<file path="src/rtl/nsa_pkg.sv">
// Shared types and constants for the nibble-serial adder controller.
package nsa_pkg;

  typedef enum logic [1:0] {
    IDLE = 2'd0,
    RUN  = 2'd1,
    DONE = 2'd2
  } state_e;

  localparam int NIBBLE_W = 4;

  // Counter width for a step count; one bit minimum so NIB=1 still has a register.
  function automatic int cnt_width(input int nib);
    return (nib <= 1) ? 1 : $clog2(nib);
  endfunction

endpackage

</file>
<file path="src/rtl/nibble_adder_cin.sv">
// 4-bit adder slice with carry-in/carry-out; the single shared datapath.
module nibble_adder_cin
  import nsa_pkg::*;
(
  input  logic [NIBBLE_W-1:0] a,
  input  logic [NIBBLE_W-1:0] b,
  input  logic                cin,
  output logic [NIBBLE_W-1:0] s,
  output logic                cout
);

  assign {cout, s} = {1'b0, a} + {1'b0, b} + {{NIBBLE_W{1'b0}}, cin};

endmodule

</file>
<file path="src/rtl/nibble_serial_adder_ctrl.sv">
// Wide add/subtract sequenced through one 4-bit adder, LS nibble first.
// Optional feature macro: SUBTRACT_EN (adds the Sub port and A-B support).
module nibble_serial_adder_ctrl
  import nsa_pkg::*;
#(
  parameter int WIDTH = 16
) (
  input  logic             Clk,
  input  logic             Rst,
  input  logic             Start_Valid,
  output logic             Start_Ready,
  input  logic [WIDTH-1:0] A,
  input  logic [WIDTH-1:0] B,
`ifdef SUBTRACT_EN
  input  logic             Sub,
`endif
  output logic             Busy,
  output logic [WIDTH-1:0] Result,
  output logic             Carry,
  output logic             Done_Valid,
  input  logic             Done_Ready
);

  localparam int NIB = WIDTH / NIBBLE_W;
  localparam int CW  = cnt_width(NIB);

  state_e           state_q, state_d;
  logic [WIDTH-1:0] op_a_q, op_a_d;
  logic [WIDTH-1:0] op_b_q, op_b_d;
  logic [WIDTH-1:0] result_q, result_d;
  logic             carry_q, carry_d;
  logic [CW-1:0]    cnt_q, cnt_d;
`ifdef SUBTRACT_EN
  logic             sub_q, sub_d;
`endif

  logic [NIBBLE_W-1:0] a_nib, b_sel, b_nib, sum_nib;
  logic                cout;

  // Select the operand nibbles addressed by the step counter.
  always_comb begin
    a_nib = '0;
    b_sel = '0;
    for (int i = 0; i < NIB; i++) begin
      if (cnt_q == CW'(i)) begin
        a_nib = op_a_q[i*NIBBLE_W +: NIBBLE_W];
        b_sel = op_b_q[i*NIBBLE_W +: NIBBLE_W];
      end
    end
  end

`ifdef SUBTRACT_EN
  // Two's-complement subtract: invert B nibbles, initial carry of 1.
  assign b_nib = b_sel ^ {NIBBLE_W{sub_q}};
`else
  assign b_nib = b_sel;
`endif

  nibble_adder_cin u_add (
    .a    (a_nib),
    .b    (b_nib),
    .cin  (carry_q),
    .s    (sum_nib),
    .cout (cout)
  );

  // Next-state and datapath updates for the IDLE/RUN/DONE sequence.
  always_comb begin
    state_d  = state_q;
    op_a_d   = op_a_q;
    op_b_d   = op_b_q;
    result_d = result_q;
    carry_d  = carry_q;
    cnt_d    = cnt_q;
`ifdef SUBTRACT_EN
    sub_d    = sub_q;
`endif
    case (state_q)
      IDLE: begin
        if (Start_Valid) begin
          op_a_d  = A;
          op_b_d  = B;
          cnt_d   = '0;
`ifdef SUBTRACT_EN
          sub_d   = Sub;
          carry_d = Sub;
`else
          carry_d = 1'b0;
`endif
          state_d = RUN;
        end
      end
      RUN: begin
        for (int i = 0; i < NIB; i++) begin
          if (cnt_q == CW'(i)) result_d[i*NIBBLE_W +: NIBBLE_W] = sum_nib;
        end
        carry_d = cout;
        if (cnt_q == CW'(NIB - 1)) state_d = DONE;
        else                       cnt_d   = cnt_q + CW'(1);
      end
      DONE: begin
        if (Done_Ready) state_d = IDLE;
      end
      default: state_d = IDLE;
    endcase
  end

  // State register; synchronous reset aborts any operation in flight.
  always_ff @(posedge Clk) begin
    if (Rst) begin
      state_q  <= IDLE;
      op_a_q   <= '0;
      op_b_q   <= '0;
      result_q <= '0;
      carry_q  <= 1'b0;
      cnt_q    <= '0;
`ifdef SUBTRACT_EN
      sub_q    <= 1'b0;
`endif
    end else begin
      state_q  <= state_d;
      op_a_q   <= op_a_d;
      op_b_q   <= op_b_d;
      result_q <= result_d;
      carry_q  <= carry_d;
      cnt_q    <= cnt_d;
`ifdef SUBTRACT_EN
      sub_q    <= sub_d;
`endif
    end
  end

  assign Start_Ready = (state_q == IDLE);
  assign Busy        = (state_q != IDLE);
  assign Done_Valid  = (state_q == DONE);
  assign Result      = result_q;
  assign Carry       = carry_q;

endmodule

</file>
<file path="config.mk">
export PLATFORM = sky130hd
export DESIGN_NAME = nibble_serial_adder_ctrl
export DESIGN_NICKNAME = d
export VERILOG_FILES = /design/src/rtl/nsa_pkg.sv /design/src/rtl/nibble_adder_cin.sv /design/src/rtl/nibble_serial_adder_ctrl.sv
export SDC_FILE = /design/constraint.sdc
export NUM_CORES = 1
export LEC_CHECK = 0
export ABC_CLOCK_PERIOD_IN_PS = 3500
export BUFFER_PORTS_ARGS = -buffer_cell sky130_fd_sc_hd__buf_4
export CAP_MARGIN = 10
export CORE_MARGIN = 4
export CORE_UTILIZATION = 45
export CTS_CLUSTER_SIZE = 24
export DETAILED_ROUTE_END_ITERATION = 10
export HOLD_SLACK_MARGIN = 0.02
export PLACE_DENSITY = 0.68
export SYNTH_ARGS = -nofsm -noshare
export SYNTH_HDL_FRONTEND = slang
export SYNTH_SLANG_ARGS = --single-unit
</file>
<file path="constraint.sdc">
create_clock -name Clk -period 3.5 [get_ports Clk]
set_input_delay 0.35 -clock Clk [delete_from_list [all_inputs] [get_ports Clk]]
set_output_delay 0.35 -clock Clk [all_outputs]
set_load 0.01 [all_outputs]
</file>
==> results of run 1 <==
==> critical path, stage by stage (launching register included) <==
cell	delay [ns]
dfxtp_1	0.40
inv_1	0.10
ha_1	0.42
a21oi_1	0.19
o21ai_0	0.10
a22o_1	0.22
fa_1	0.44
fa_1	0.42
a21o_1	0.19
a211oi_1	0.22
a211oi_1	0.08
==> logic make-up after synthesis <==
| logic type | after synthesis |
|---|---|
| multiplexers | 6 |
| AND/OR/NAND/NOR | 113 |
| buffers and inverters | 35 |
| AO/OA/AOI/OAI | 87 |
| XOR/XNOR | 1 |
| flip-flops | 53 |
| adder cells (fa/ha/maj) | 9 |
==> how the worst min path moves through the flow <==
| stage | endpoint | slack, ns | startpoint |
|---|---|---|---|
| after CTS | op_a_q[14]$_SDFFE_PP0P_ | 0.28 | A[14] |
| final | op_a_q[14]$_SDFFE_PP0P_ | 0.29 | A[14] |
| after global placement | Result[12]$_SDFFE_PP0P_ | 0.44 | Result[12]$_SDFFE_PP0P_ |
| after detailed placement | op_a_q[11]$_SDFFE_PP0P_ | 0.45 | op_a_q[11]$_SDFFE_PP0P_ |
| after global routing | op_a_q[15]$_SDFFE_PP0P_ | 0.28 | A[15] |
| after floorplan | op_a_q[10]$_SDFFE_PP0P_ | 0.44 | op_a_q[10]$_SDFFE_PP0P_ |
==> report_power, final <==
part           switching, mW  internal, mW  total [mW]
sequential            0.0242         0.635       0.659
combinational          0.121         0.100       0.221
clock                  0.183         0.157       0.340
==> stage by stage <==
| stage | area, um^2 | setup slack (ns) | std cells | hold slack (ns) |
|---|---|---|---|---|
| finish | 3000 | 0.563 | 415 | 0.288 |
| global route | 3000 | 0.346 | 415 | 0.278 |
| CTS | 3000 | 0.578 | 415 | 0.276 |
| detailed placement | 2920 | 0.594 | 408 | 0.447 |
| global placement | 2920 | 0.714 | 408 | 0.444 |
| floorplan | 2550 | 0.817 | 304 | 0.436 |
==> cells in the mapped netlist <==
master     count  share of area, %
nand2_1       79                12
a21oi_1       53                10
dfxtp_1       53                42
inv_1         11               1.6
nor2_1        11               1.6
buf_2          9               1.8
a22o_1         8               2.7
ha_1           7               3.4
a211oi_1       6               1.8
buf_6          6               2.6
clkbuf_1       6              0.88
mux2i_1        6               2.4
o21ai_0        6               1.2
a311o_1        4               1.6
nor3b_1        4               1.2
a2111oi_1      3               1.2
a21o_1         3              0.88
nand2b_1       3              0.74
nand3b_4       3               2.4
and3b_4        2              0.98
buf_4          2              0.59
fa_1           2               1.6
nand3_1        2              0.39
nor3b_2        2              0.98
o21ai_1        2              0.39
a2111oi_0      1              0.34
a21oi_2        1              0.34
and2b_4        1              0.39
and3b_1        1              0.34
and3b_2        1              0.39
buf_1          1              0.15
nand3b_1       1              0.29
or2_2          1              0.25
or3b_1         1              0.34
or3b_4         1              0.44
xnor2_1        1              0.34
==> sequential cells by signal, summed over array words and instances, names as in the netlist <==
| name | cells |
|---|---|
| Carry | 1 |
| Result | 16 |
| cnt_q | 2 |
| op_a_q | 16 |
| op_b_q | 16 |
| state_q | 2 |
==> layout make-up <==
type	count	area, um^2	area share (%)
Timing Repair Buffer	56	420	14.0
Tap cell	72	90.1	3.00
Multi-Input combinational cell	216	1300	43.4
Sequential cell	53	1060	35.3
Inverter	11	41.3	1.38
Clock buffer	7	86.3	2.88
==> per-layer routing <==
metal,vias to the layer above,wire length [um]
met1,952,2580
li1,1107,-
met2,44,2580
met5,-,0
met4,0,142
met3,13,250
==> results.yml, run 1 <==
outcome:
  outcome: "finished, final reports clean"
grt:
  grt_max_degree: 56
  grt_overflow: 0
  track_usage_pct: 16.5
  grt-busiest-layer: "met2"
  grt_use_met3_pct: 4.17
  antenna_found_initial: 0
  grt_pass1_vias: 2065
  grt_pass1_wl_um: 9450
  grt.met1_usage_pct: 21.1
  gr-usage-met2_pct: 26.2
worst_setup_path:
  crit_required_ns: 3.66
  path_class: "reg2reg"
  worstSetupEndpointType: "flip-flop"
  arrival_ns: 3.10
  worstSetupEndpoint: "Carry$_SDFFE_PP0P_"
  r2r_setup_slack_ns: 0.56
  r2r_start: "cnt_q[0]$_SDFFE_PP0P_"
  cp-startpoint: "cnt_q[0]$_SDFFE_PP0P_"
  r2r_cells: 10
  timing.rr.end: "Carry$_SDFFE_PP0P_"
  cp_max_fo: 18
  startpoint_type: "flip-flop"
routing:
  drc: 0
  ant_nets: 0
  routed_wl_um: 5550
  firstDrtPassIters: 4
  avgRoutedWirePerCell_um: 13.4
  vias: 2116
  drtIter0Drc: 72
  vias_per_cell: 5.10
clocking:
  cts_buffer_depth: 2
  cts_root_buf: "clkbuf_8"
  cts_resized: 0
  cts_buffers: 5
  ctsHoldBuffers: 0
  htreeDepth: 2
  clock_sinks: 53
  clock_latency_ns: 0.30
  clk_pin_slew_ns: 0.09
  post_cts.repair.setup_buffers: 0
  cts_tree: "done"
synthesis:
  postSynthCellCount: 304
  yosys_register_bits: 53
  synth-simple-area-share_pct: 22.3
  ys_types: 36
  netlist_area_um2: 2550
  synthMuxAreaShare_pct: 2.35
  syn_avg_cell_area_um2: 8.40
  yosys.area_share.xor_xnor_pct: 0.343
  synth_compound_area_share_pct: 20.8
  yosysWarnings: 0
  synth-adder-area-share_pct: 5.00
  yosysSeqAreaShare_pct: 41.6
  synth_top_family_by_area: "simple AND/OR/NAND/NOR gates"
  syn-num-nets: 349
sta:
  fin_skew_ns: 0.00422
  timing.final.crit_share_pct: 83.9
  maxSlewViolCount: 0
  max_slew_margin_pct: 27.0
  final-setup-viol-count: 0
  final-hold-violation-count: 0
  fin_crit_ns: 2.94
  rsz0062_at_grt: "no"
  fmax_mhz: 340
  worst_pin_slew_ns: 1.09
  tns_ns: 0
cells_and_area:
  nets: 388
  layout_common_cells: "nand2_1, buf_4, dfxtp_1, a21oi_1"
  drive_gt1_share_pct: 21.6
  antenna_cells: 0
  final_common_cell: "nand2_1"
  area_delta_synth_final_pct: 17.6
  num-fill-cells: 551
  finish.utilization_pct: 54.5
min_path:
  min_path_type: "in2reg"
  whs_path_depth: 3
power_and_ir_drop:
  p_leak_nw: 1.30
  powerDensity_nw_per_um2: 406
  peakVddDrop_v: 0.000195
  finalPower_mw: 1.22
die:
  die_width_um: 83.3
  dieArea_um2: 6940
  start_util_pct: 46.4
  row_count: 27
  core_um2: 5510
  die_h_um: 83.3
  io_pins: 56
placed_design:
  dp_hpwl_um: 4030
  gp_congestion: 0.885
  portBuffers: 55
job:
  cap_violations: 0
Note: power is estimated with default switching activity, not from simulation.
==> inputs of run 2 (changes only) <==
--- a/config.mk
+++ b/config.mk
@@ -5,7 +5,7 @@
 export SDC_FILE = /design/constraint.sdc
 export NUM_CORES = 1
 export LEC_CHECK = 0
-export ABC_CLOCK_PERIOD_IN_PS = 3500
+export ABC_CLOCK_PERIOD_IN_PS = 2900
 export BUFFER_PORTS_ARGS = -buffer_cell sky130_fd_sc_hd__buf_4
 export CAP_MARGIN = 10
 export CORE_MARGIN = 4
==> constraint.sdc (replaced) <==
create_clock -name Clk -period 2.9 [get_ports Clk]
set_input_delay 0.29 -clock Clk [delete_from_list [all_inputs] [get_ports Clk]]
set_output_delay 0.29 -clock Clk [all_outputs]
set_load 0.01 [all_outputs]
==> run 2 against run 1 <==
- count of clock-buffer cells in the layout shrank 1
- final cell count grew 2.2%
- via count grew 1.9%
- first-iteration DRC count is 9.7% higher
- critical endpoint unchanged
- largest cell class unchanged
==> results.yml, run 2 (same netlist as run 1, synthesis figures left out) <==
cells_and_area:
  final_common_cell: "nand2_1"
  final_cell_area_um2: 3060
  antenna_cells: 0
  area_delta_synth_final_pct: 20.0
  num-fill-cells: 555
  layout_common_cells: "nand2_1, buf_4, dfxtp_1, a21oi_1"
  drive_gt1_share_pct: 24.1
  nets: 396
  finish.utilization_pct: 55.6
worst_setup_path:
  startpoint_type: "flip-flop"
  crit_required_ns: 3.07
  cp_max_fo: 11
  r2r_cells: 10
  arrival_ns: 2.86
  timing.rr.end: "Carry$_SDFFE_PP0P_"
  worstSetupEndpointType: "flip-flop"
  r2r_setup_slack_ns: 0.21
  r2r_start: "cnt_q[0]$_SDFFE_PP0P_"
  cp-startpoint: "cnt_q[0]$_SDFFE_PP0P_"
  path_class: "reg2reg"
  worstSetupEndpoint: "Carry$_SDFFE_PP0P_"
sta:
  fin_crit_ns: 2.69
  fin_skew_ns: 0.00367
  final-hold-violation-count: 0
  maxSlewViolCount: 0
  tns_ns: 0
  worst_pin_slew_ns: 0.665
  fmax_mhz: 372
  timing.final.crit_share_pct: 92.8
  max_slew_margin_pct: 55.7
  rsz0062_at_grt: "no"
  worst_slack_ns: 0.208
  final-setup-viol-count: 0
routing:
  drtIter0Drc: 79
  firstDrtPassIters: 4
  drc: 0
  ant_nets: 0
  routed_wl_um: 5540
  avgRoutedWirePerCell_um: 13.1
  vias: 2157
  vias_per_cell: 5.09
power_and_ir_drop:
  peakVddDrop_v: 0.000327
  p_leak_nw: 1.33
  finalPower_mw: 1.46
  powerDensity_nw_per_um2: 478
die:
  core_um2: 5510
  die_width_um: 83.3
  row_count: 27
  io_pins: 56
  start_util_pct: 46.4
  dieArea_um2: 6940
  die_h_um: 83.3
grt:
  grt-busiest-layer: "met2"
  grt_pass1_vias: 2023
  gr-usage-met2_pct: 27.3
  grt.met1_usage_pct: 20.6
  grt_use_met3_pct: 4.37
  grt_max_degree: 56
  antenna_found_initial: 0
  grt_overflow: 0
  grt_pass1_wl_um: 9410
  track_usage_pct: 16.3
clocking:
  cts_tree: "done"
  cts_root_buf: "clkbuf_8"
  clock_latency_ns: 0.30
  clock_sinks: 53
  htreeDepth: 2
  clk_pin_slew_ns: 0.09
  cts_buffers: 5
  cts_buffer_depth: 2
  cts_resized: 0
  ctsHoldBuffers: 0
  post_cts.repair.setup_buffers: 0
min_path:
  hp-start: "B[7]"
  min_path_type: "in2reg"
placed_design:
  dp_slack_ns: 0.119
  gp_congestion: 0.832
  dp_hpwl_um: 4100
  portBuffers: 55
  dpl_cell_area_um2: 2980
outcome:
  outcome: "finished, final reports clean"
job:
  cap_violations: 0
-- run 2: changes by cell type in the layout (fill, tap and decap cells not counted) --
cell,previous run,this run
clkinv_2,0,2
ha_2,0,2
clkbuf_8,6,5
buf_4,56,64
ha_1,7,5
-- run 2: metrics by stage --
stage | hold WS, ns | cells
after global routing | 0.216 | 424
final | 0.224 | 424
after detailed placement | 0.448 | 416
after floorplan | 0.426 | 304
after CTS | 0.218 | 424
after global placement | 0.444 | 416
-- run 2: power by group --
part	switching (mW)	internal [mW]	total, mW
clock	0.227	0.168	0.395
sequential	0.0234	0.766	0.790
combinational	0.152	0.129	0.280
total	0.402	1.06	1.46
-- run 2: layout make-up --
cell class              instances  area (um^2)  area share (%)
clock buffers                   6         72.6            2.37
clock inverters                 2         10.0           0.327
inverters                      11         41.3            1.35
multi-input cells             216         1310            42.7
flip-flops and latches         53         1060            34.6
well taps                      72         90.1            2.94
repair buffers                 64          480            15.7
-- run 2: worst min-delay path by stage --
stage | end | slack, ns | cells past startpoint
after global routing | op_b_q[11]$_SDFFE_PP0P_ | 0.22 | 3
final | op_b_q[7]$_SDFFE_PP0P_ | 0.22 | 3
after CTS | op_b_q[7]$_SDFFE_PP0P_ | 0.22 | 3
after floorplan | op_a_q[0]$_SDFFE_PP0P_ | 0.43 | 2
after detailed placement | Result[12]$_SDFFE_PP0P_ | 0.45 | 2
after global placement | Result[12]$_SDFFE_PP0P_ | 0.44 | 2
-- run 2: layer usage --
metal,share of wire [%],wire (um),up-vias
li1,-,-,1123
met1,46,2540,979
met2,48,2660,49
met3,5.0,277,6
met4,1.1,62,0
met5,0,0,-
-- run 2: critical path: stages (launching register included) --
cell and delay, ns:
dfxtp_1 0.40, inv_1 0.10, ha_2 0.27, a21oi_1 0.15, o21ai_0 0.11, a22o_1 0.20
fa_1 0.40, fa_1 0.43, a21o_1 0.20, a211oi_1 0.23, a211oi_1 0.07
